File: config.mk
export PLATFORM = sky130hd
export DESIGN_NAME = matrix_capture
export DESIGN_NICKNAME = d
export VERILOG_FILES = /design/src/rtl/matrix_pkg.sv /design/src/rtl/hub75_input_sync.sv /design/src/rtl/matrix_capture.sv
export SDC_FILE = /design/constraint.sdc
export NUM_CORES = 1
export LEC_CHECK = 0
export BUFFER_PORTS_ARGS = -buffer_cell sky130_fd_sc_hd__buf_2
export CELL_PAD_IN_SITES_DETAIL_PLACEMENT = 0
export CELL_PAD_IN_SITES_GLOBAL_PLACEMENT = 1
export CORE_UTILIZATION = 55
export DETAILED_ROUTE_END_ITERATION = 10
export HOLD_SLACK_MARGIN = 0.1
export PLACE_DENSITY_LB_ADDON = 0.1
export REMOVE_ABC_BUFFERS = 1
export SYNTH_ARGS = -nofsm -noshare
export SYNTH_HDL_FRONTEND = slang
export SYNTH_HIERARCHICAL = 1
export SYNTH_SLANG_ARGS = --single-unit
export TNS_END_PERCENT = 5
File: constraint.sdc
create_clock -name clk_in -period 32.6 [get_ports clk_in]
set_input_delay 6.52 -clock clk_in [delete_from_list [all_inputs] [get_ports clk_in]]
set_output_delay 6.52 -clock clk_in [all_outputs]
set_load 0.01 [all_outputs]
File: src/rtl/matrix_pkg.sv
// Shared constants, FSM state encoding and RGB field layout for the HUB75 capture path.
package matrix_pkg;
  localparam int NUM_COLS   = 64;
  localparam int NUM_ROWS   = 16;
  localparam int NUM_PLANES = 6;
  localparam int ROW_W      = $clog2(NUM_ROWS);
  localparam int COL_W      = $clog2(NUM_COLS);
  localparam int PLANE_W    = $clog2(NUM_PLANES);

  typedef enum logic [1:0] {
    ST_IDLE,
    ST_ARMED,
    ST_MEASURE,
    ST_EMIT
  } state_t;

  // hub_rgb bit order: upper half in [5:3], lower half in [2:0]
  typedef struct packed {
    logic b1;
    logic g1;
    logic r1;
    logic b0;
    logic g0;
    logic r0;
  } rgb6_t;

  // Plane k is counted once OE width reaches 3/4 of its nominal BASE<<k.
  function automatic logic [PLANE_W-1:0] plane_of(input int unsigned w, input int unsigned base);
    logic [PLANE_W-1:0] p;
    p = '0;
    for (int k = 1; k < NUM_PLANES; k++)
      if (w >= ((3 * base) << k) / 4) p = p + 1'b1;
    return p;
  endfunction
endpackage

File: src/rtl/hub75_input_sync.sv
// 2-FF synchroniser for the HUB75 bus; emits registered edge pulses with row/rgb kept aligned.
module hub75_input_sync #(
  parameter bit OE_ACT_HIGH = 1'b1
) (
  input  logic       clk_in,
  input  logic       reset,
  input  logic       hub_clk,
  input  logic       hub_lat,
  input  logic       hub_oe,
  input  logic [3:0] hub_row,
  input  logic [5:0] hub_rgb,
  output logic       clk_rise,
  output logic       lat_rise,
  output logic       oe_rise,
  output logic       oe_fall,
  output logic       oe_on,
  output logic [3:0] row,
  output logic [5:0] rgb
);
  logic       oe_in;
  logic [2:0] s1, s2, s3;
  logic [9:0] d1, d2;

  // normalise OE polarity before the synchroniser so everything downstream is active-high
  assign oe_in = OE_ACT_HIGH ? hub_oe : ~hub_oe;

  always_ff @(posedge clk_in or posedge reset) begin
    if (reset) begin
      s1       <= '0;
      s2       <= '0;
      s3       <= '0;
      d1       <= '0;
      d2       <= '0;
      clk_rise <= 1'b0;
      lat_rise <= 1'b0;
      oe_rise  <= 1'b0;
      oe_fall  <= 1'b0;
      oe_on    <= 1'b0;
      row      <= '0;
      rgb      <= '0;
    end else begin
      s1       <= {hub_clk, hub_lat, oe_in};
      s2       <= s1;
      s3       <= s2;
      d1       <= {hub_row, hub_rgb};
      d2       <= d1;
      clk_rise <= s2[2] & ~s3[2];
      lat_rise <= s2[1] & ~s3[1];
      oe_rise  <= s2[0] & ~s3[0];
      oe_fall  <= ~s2[0] & s3[0];
      oe_on    <= s2[0];
      row      <= d2[9:6];
      rgb      <= d2[5:0];
    end
  end
endmodule

File: src/rtl/matrix_capture.sv
// HUB75 receive monitor: rebuilds (row, col, plane, rgb) pixel words from the panel bus.
// Optional MATRIX_CAPTURE_STATS_EN adds stat_lines / stat_frames counters.
module matrix_capture
  import matrix_pkg::*;
#(
  parameter int          COLS        = NUM_COLS,
  parameter int unsigned BASE_CYCLES = 23,
  parameter bit          OE_ACT_HIGH = 1'b1,
  parameter int          WIDTH_W     = 10
) (
  input  logic        clk_in,
  input  logic        reset,
  input  logic        hub_clk,
  input  logic        hub_lat,
  input  logic        hub_oe,
  input  logic [3:0]  hub_row,
  input  logic [5:0]  hub_rgb,
  output logic        px_valid,
  input  logic        px_ready,
  output logic [3:0]  px_row,
  output logic [5:0]  px_col,
  output logic [2:0]  px_plane,
  output logic [5:0]  px_rgb,
  output logic        err_count,
  output logic        err_overrun,
  output logic        err_plane
`ifdef MATRIX_CAPTURE_STATS_EN
  ,
  output logic [15:0] stat_lines,
  output logic [15:0] stat_frames
`endif
);
  logic               clk_rise, lat_rise, oe_rise, oe_fall, oe_on;
  logic [3:0]         s_row;
  logic [5:0]         s_rgb;
  state_t             state, state_nxt;
  logic [COLS-1:0][5:0] shreg, linebuf;
  logic [6:0]         sh_cnt;
  logic [3:0]         line_row;
  logic [WIDTH_W-1:0] width;
  logic [2:0]         plane_q, plane_cls;
  logic [5:0]         col;
  logic               hs, last_hs, lat_take, too_short;

  hub75_input_sync #(.OE_ACT_HIGH(OE_ACT_HIGH)) u_sync (
    .clk_in   (clk_in),
    .reset    (reset),
    .hub_clk  (hub_clk),
    .hub_lat  (hub_lat),
    .hub_oe   (hub_oe),
    .hub_row  (hub_row),
    .hub_rgb  (hub_rgb),
    .clk_rise (clk_rise),
    .lat_rise (lat_rise),
    .oe_rise  (oe_rise),
    .oe_fall  (oe_fall),
    .oe_on    (oe_on),
    .row      (s_row),
    .rgb      (s_rgb)
  );

  assign hs        = (state == ST_EMIT) && px_ready;
  assign last_hs   = hs && (col == 6'(COLS - 1));
  // a latch on the very cycle the last word is accepted is a clean handover, not an overrun
  assign lat_take  = lat_rise && ((state == ST_IDLE) || (state == ST_ARMED) || last_hs);
  assign too_short = 32'(width) < (BASE_CYCLES / 2);
  assign plane_cls = plane_of(32'(width), BASE_CYCLES);

  always_ff @(posedge clk_in or posedge reset) begin
    if (reset) state <= ST_IDLE;
    else       state <= state_nxt;
  end

  always_comb begin
    state_nxt = state;
    case (state)
      ST_IDLE:    if (lat_rise) state_nxt = ST_ARMED;
      ST_ARMED:   if (oe_rise)  state_nxt = ST_MEASURE;
      ST_MEASURE: if (oe_fall)  state_nxt = too_short ? ST_IDLE : ST_EMIT;
      ST_EMIT:    if (last_hs)  state_nxt = lat_rise ? ST_ARMED : ST_IDLE;
      default:                  state_nxt = ST_IDLE;
    endcase
  end

  always_comb begin
    px_valid = (state == ST_EMIT);
    px_row   = '0;
    px_col   = '0;
    px_plane = '0;
    px_rgb   = '0;
    if (px_valid) begin
      px_row   = line_row;
      px_col   = col;
      px_plane = plane_q;
      px_rgb   = linebuf[col];
    end
  end

  always_ff @(posedge clk_in or posedge reset) begin
    if (reset) begin
      shreg       <= '0;
      linebuf     <= '0;
      sh_cnt      <= '0;
      line_row    <= '0;
      width       <= '0;
      plane_q     <= '0;
      col         <= '0;
      err_count   <= 1'b0;
      err_overrun <= 1'b0;
      err_plane   <= 1'b0;
    end else begin
      // newest pixel enters at index 0, so after a full line index == column
      if (clk_rise) begin
        shreg <= {shreg[COLS-2:0], s_rgb};
        if (sh_cnt != 7'(COLS + 1)) sh_cnt <= sh_cnt + 7'd1;
      end
      if (lat_rise) begin
        sh_cnt <= '0;
        if (lat_take) begin
          linebuf  <= shreg;
          line_row <= s_row;
          if (sh_cnt != 7'(COLS)) err_count <= 1'b1;
        end else begin
          err_overrun <= 1'b1;
        end
      end
      if ((state == ST_ARMED) && oe_rise)
        width <= WIDTH_W'(1);
      else if ((state == ST_MEASURE) && !oe_fall && oe_on && (width != '1))
        width <= width + 1'b1;
      if ((state == ST_MEASURE) && oe_fall) begin
        plane_q <= plane_cls;
        col     <= '0;
        if (too_short) err_plane <= 1'b1;
      end
      if (hs) col <= col + 6'd1;
    end
  end

`ifdef MATRIX_CAPTURE_STATS_EN
  always_ff @(posedge clk_in or posedge reset) begin
    if (reset) begin
      stat_lines  <= '0;
      stat_frames <= '0;
    end else if (last_hs) begin
      stat_lines <= stat_lines + 16'd1;
      if ((line_row == 4'd0) && (plane_q == 3'd5)) stat_frames <= stat_frames + 16'd1;
    end
  end
`endif
endmodule

==> results.sh <==
export IMPL_status="finished clean"
export IMPL_drc=0
export IMPL_setup_viol=0
export IMPL_required_ns=26.08
export IMPL_die_h_um=258
export IMPL_drive_above_1_share_pct=49.0
export IMPL_crit_fanout=41
export IMPL_rows=93
export IMPL_critPathLaunchType="register"
export IMPL_reg2reg_depth=8
export IMPL_syn_cell_area_um2=36100
export IMPL_antenna_found_initial=1
export IMPL_whs_path_depth=0
export IMPL_worst_slew_pin_slew_ns=1.10
export IMPL_grt_pass1_wl_mm=106
export IMPL_die_area_um2=66700
export IMPL_p_clk_share_pct=36.7
export IMPL_min_delay_start="u_sync/d2[1]"
export IMPL_p_sw_mw=0.744
export IMPL_gp_congestion=0.744
export IMPL_r2r_setup_slack_ns=27.56
export IMPL_cts_setup_buffers=0
export IMPL_max_cap_viol_count=0
export IMPL_portBuffers=38
export IMPL_grt_overflow_total=0
export IMPL_power_density_nw_per_um2=69.2
export IMPL_yosysWarnings=6
export IMPL_hp_class="register to register"
export IMPL_area_growth_pct=9.76
export IMPL_final_cell_area_um2=39600
export IMPL_dpl_cell_area_um2=36700
export IMPL_core_um2=64700
export IMPL_leakage_nw=19.8
export IMPL_wl_per_cell_um=20.5
export IMPL_clock_skew_ns=0.0196
export IMPL_hold_buffers=0
export IMPL_clk_latency_ns=0.64
export IMPL_syn_avg_cell_area_um2=16.8
export IMPL_reg2reg_from="col[0]"
export IMPL_timing_rr_end="linebuf[356]"
export IMPL_fill_cells=4860
export IMPL_slowest_delay_ns=0.80
export IMPL_crit_type="register to primary output"
export IMPL_layout_nets=2196
export IMPL_root_buffer="clkbuf_16"
export IMPL_pwr_share_comb_pct=17.1
export IMPL_num_antenna_cells=0
export IMPL_cts_tree="built"
export IMPL_power_frac_seq_pct=46.2
export IMPL_synth_cell_type_count=60
export IMPL_synthCells=2148
export IMPL_num_vias=17500
export IMPL_synth_edff_count=0
export IMPL_tns_ns=0
export IMPL_finalCriticalPeriod_ns=10.40
export IMPL_initial_core_util_pct=55.8
export IMPL_worst_path_max_delay_cell="buf_4"
export IMPL_finalMaxSlewViolations=0
export IMPL_final_hold_viol_count=0
export IMPL_grtUsageTotal_pct=20.0
export IMPL_grt_pass1_vias=19200
export IMPL_seq_area_frac_synth_pct=58.6
export IMPL_ir_worst_vdd_mv=0.0428
export IMPL_die_w_um=258
export IMPL_grt_max_degree=181
export IMPL_swShare_pct=27.1
export IMPL_max_freq_mhz=96.1
export IMPL_min_to="u_sync/rgb[1]"
export IMPL_endpoint_kind="primary output"
export IMPL_num_io_pins=39
export IMPL_clk_path_buf_depth=3
export IMPL_vias_per_cell=5.66
export IMPL_rsz0062_at_grt="false"
export IMPL_cts_resized=0
export IMPL_first_pass_iters=4
export IMPL_antenna_left=0
export IMPL_path_clk_slew_ns=0.06
export IMPL_drt_initial_drc_count=1040
export IMPL_dp_hpwl_mm=37.0
export IMPL_slew_limit_headroom_pct=26.4
export IMPL_async_reset_ff_share_pct=100
export IMPL_arrival_ns=3.88
export IMPL_p_int_mw=2.00
export IMPL_htree_levels=3
export IMPL_synth_flop_cell="dfrtp_1"
export IMPL_crit_chain="buf_4, mux4_2, mux2i_1, a2111oi_0, a32o_1, buf_2"
export IMPL_synth_seq_cells=846
export IMPL_cts_sinks=846
export IMPL_wl_mm=63.6
export IMPL_cts_buffers=88
export IMPL_period_share_pct=31.9
[cell type report]
type	instances	area, um^2	area share, %
sequential	846	21200	53.5
multi-input combinational	1152	13900	35.1
clock buffer	137	2710	6.83
tap	855	1070	2.70
timing repair buffer	63	428	1.08
clock inverter	27	263	0.663
inverter	16	68.8	0.174
[metal layers]
metal	track usage (%)	up-vias	wire length, um
met2	32.1	166	30600
li1	-	7874	-
met1	28.4	9380	29700
met5	0	-	0
met3	3.28	104	1860
met4	5.51	0	1420
[cells by family (layout without fill, tap and decap cells)]
family	Yosys count	after routing	share of synthesized area, %
adder cells (fa/ha/maj)	13	13	0.451
flip-flops	846	846	58.6
XOR/XNOR	16	16	0.388
multiplexers	897	897	34.0
AND/OR/NAND/NOR	138	138	1.99
AO/OA/AOI/OAI	88	88	1.63
buffers and inverters	150	243	2.87
[worst max-delay path by stage]
stage                start         end  slack [ns]  cells past startpoint
CTS                 col[0]   px_rgb[5]       22.06                      6
global route        col[0]   px_rgb[5]       21.85                      6
floorplan            reset      col[0]        3.53                      1
detailed placement   reset  shreg[244]       22.49                      5
finish              col[0]   px_rgb[5]       22.20                      6
global placement     reset  shreg[238]       22.53                      5
[synthesized netlist by cell type, types with 8 or more instances]
master | count | area share, %
xor2_1 | 8 | 0.19
a21oi_1 | 16 | 0.22
o22ai_1 | 12 | 0.21
nand3_1 | 13 | 0.18
nor2b_1 | 13 | 0.23
mux2_4 | 300 | 12
mux2_2 | 474 | 15
buf_4 | 14 | 0.29
and3_1 | 18 | 0.31
o21ai_0 | 16 | 0.22
mux2i_1 | 26 | 0.72
clkbuf_1 | 61 | 0.63
inv_1 | 15 | 0.16
dfrtp_1 | 846 | 59
mux4_2 | 97 | 6.1
ha_1 | 13 | 0.45
buf_2 | 21 | 0.29
nor2_1 | 26 | 0.27
nand2_1 | 31 | 0.32
xnor2_1 | 8 | 0.19
buf_8 | 28 | 1.2
[cell usage in the layout, fill, tap and decap left out, types with 16 or more instances in the layout]
| cell type | n |
|---|---|
| mux2_4 | 300 |
| clkbuf_8 | 30 |
| clkbuf_1 | 18 |
| buf_4 | 21 |
| clkinv_2 | 16 |
| nand2_1 | 31 |
| dfrtp_1 | 842 |
| buf_2 | 38 |
| mux4_2 | 97 |
| mux2_2 | 474 |
| clkbuf_16 | 89 |
| o21ai_0 | 16 |
| mux2i_1 | 26 |
| a21oi_1 | 16 |
| and3_1 | 18 |
| nor2_1 | 26 |
[power groups by stage]
| stage | clock network [mW] | logic (mW) | registers, mW |
|---|---|---|---|
| detailed placement | 0 | 0.477 | 1.29 |
| global placement | 0 | 0.471 | 1.28 |
| global route | 1.08 | 0.505 | 1.29 |
| floorplan | 0 | 0.413 | 1.28 |
| finish | 1.01 | 0.469 | 1.27 |
| CTS | 1.04 | 0.479 | 1.27 |
[state kept, by name, indices dropped and copies added (netlist names), 2 cells and up]
name / cells
state: 2
plane_q: 3
u_sync/rgb: 6
u_sync/s1: 3
u_sync/d2: 10
col: 6
u_sync/row: 4
linebuf: 384
width: 10
sh_cnt: 7
shreg: 384
u_sync/s2: 3
u_sync/s3: 3
line_row: 4
u_sync/d1: 10
[through the flow]
step	hold WS [ns]	cells	worst slack [ns]	power [mW]	util, %
2_1_floorplan	0.331	2014	3.53	1.69	-
3_3_place_gp	0.332	2932	22.53	1.76	56.7
3_5_place_dp	0.335	2932	22.49	1.76	56.7
4_1_cts	0.345	3096	22.06	2.78	61.2
5_1_grt	0.354	3096	21.85	2.87	61.2
6_report	0.344	3096	22.20	2.74	61.2
[critical path: cells and delay by family, from the launching register on]
kind / cells / cell delay (ns)
AO/OA/AOI/OAI: 2 / 0.96
buffers and inverters: 2 / 0.97
flip-flops: 1 / 0.79
multiplexers: 2 / 0.45
Note: power is estimated with default switching activity, not from simulation.
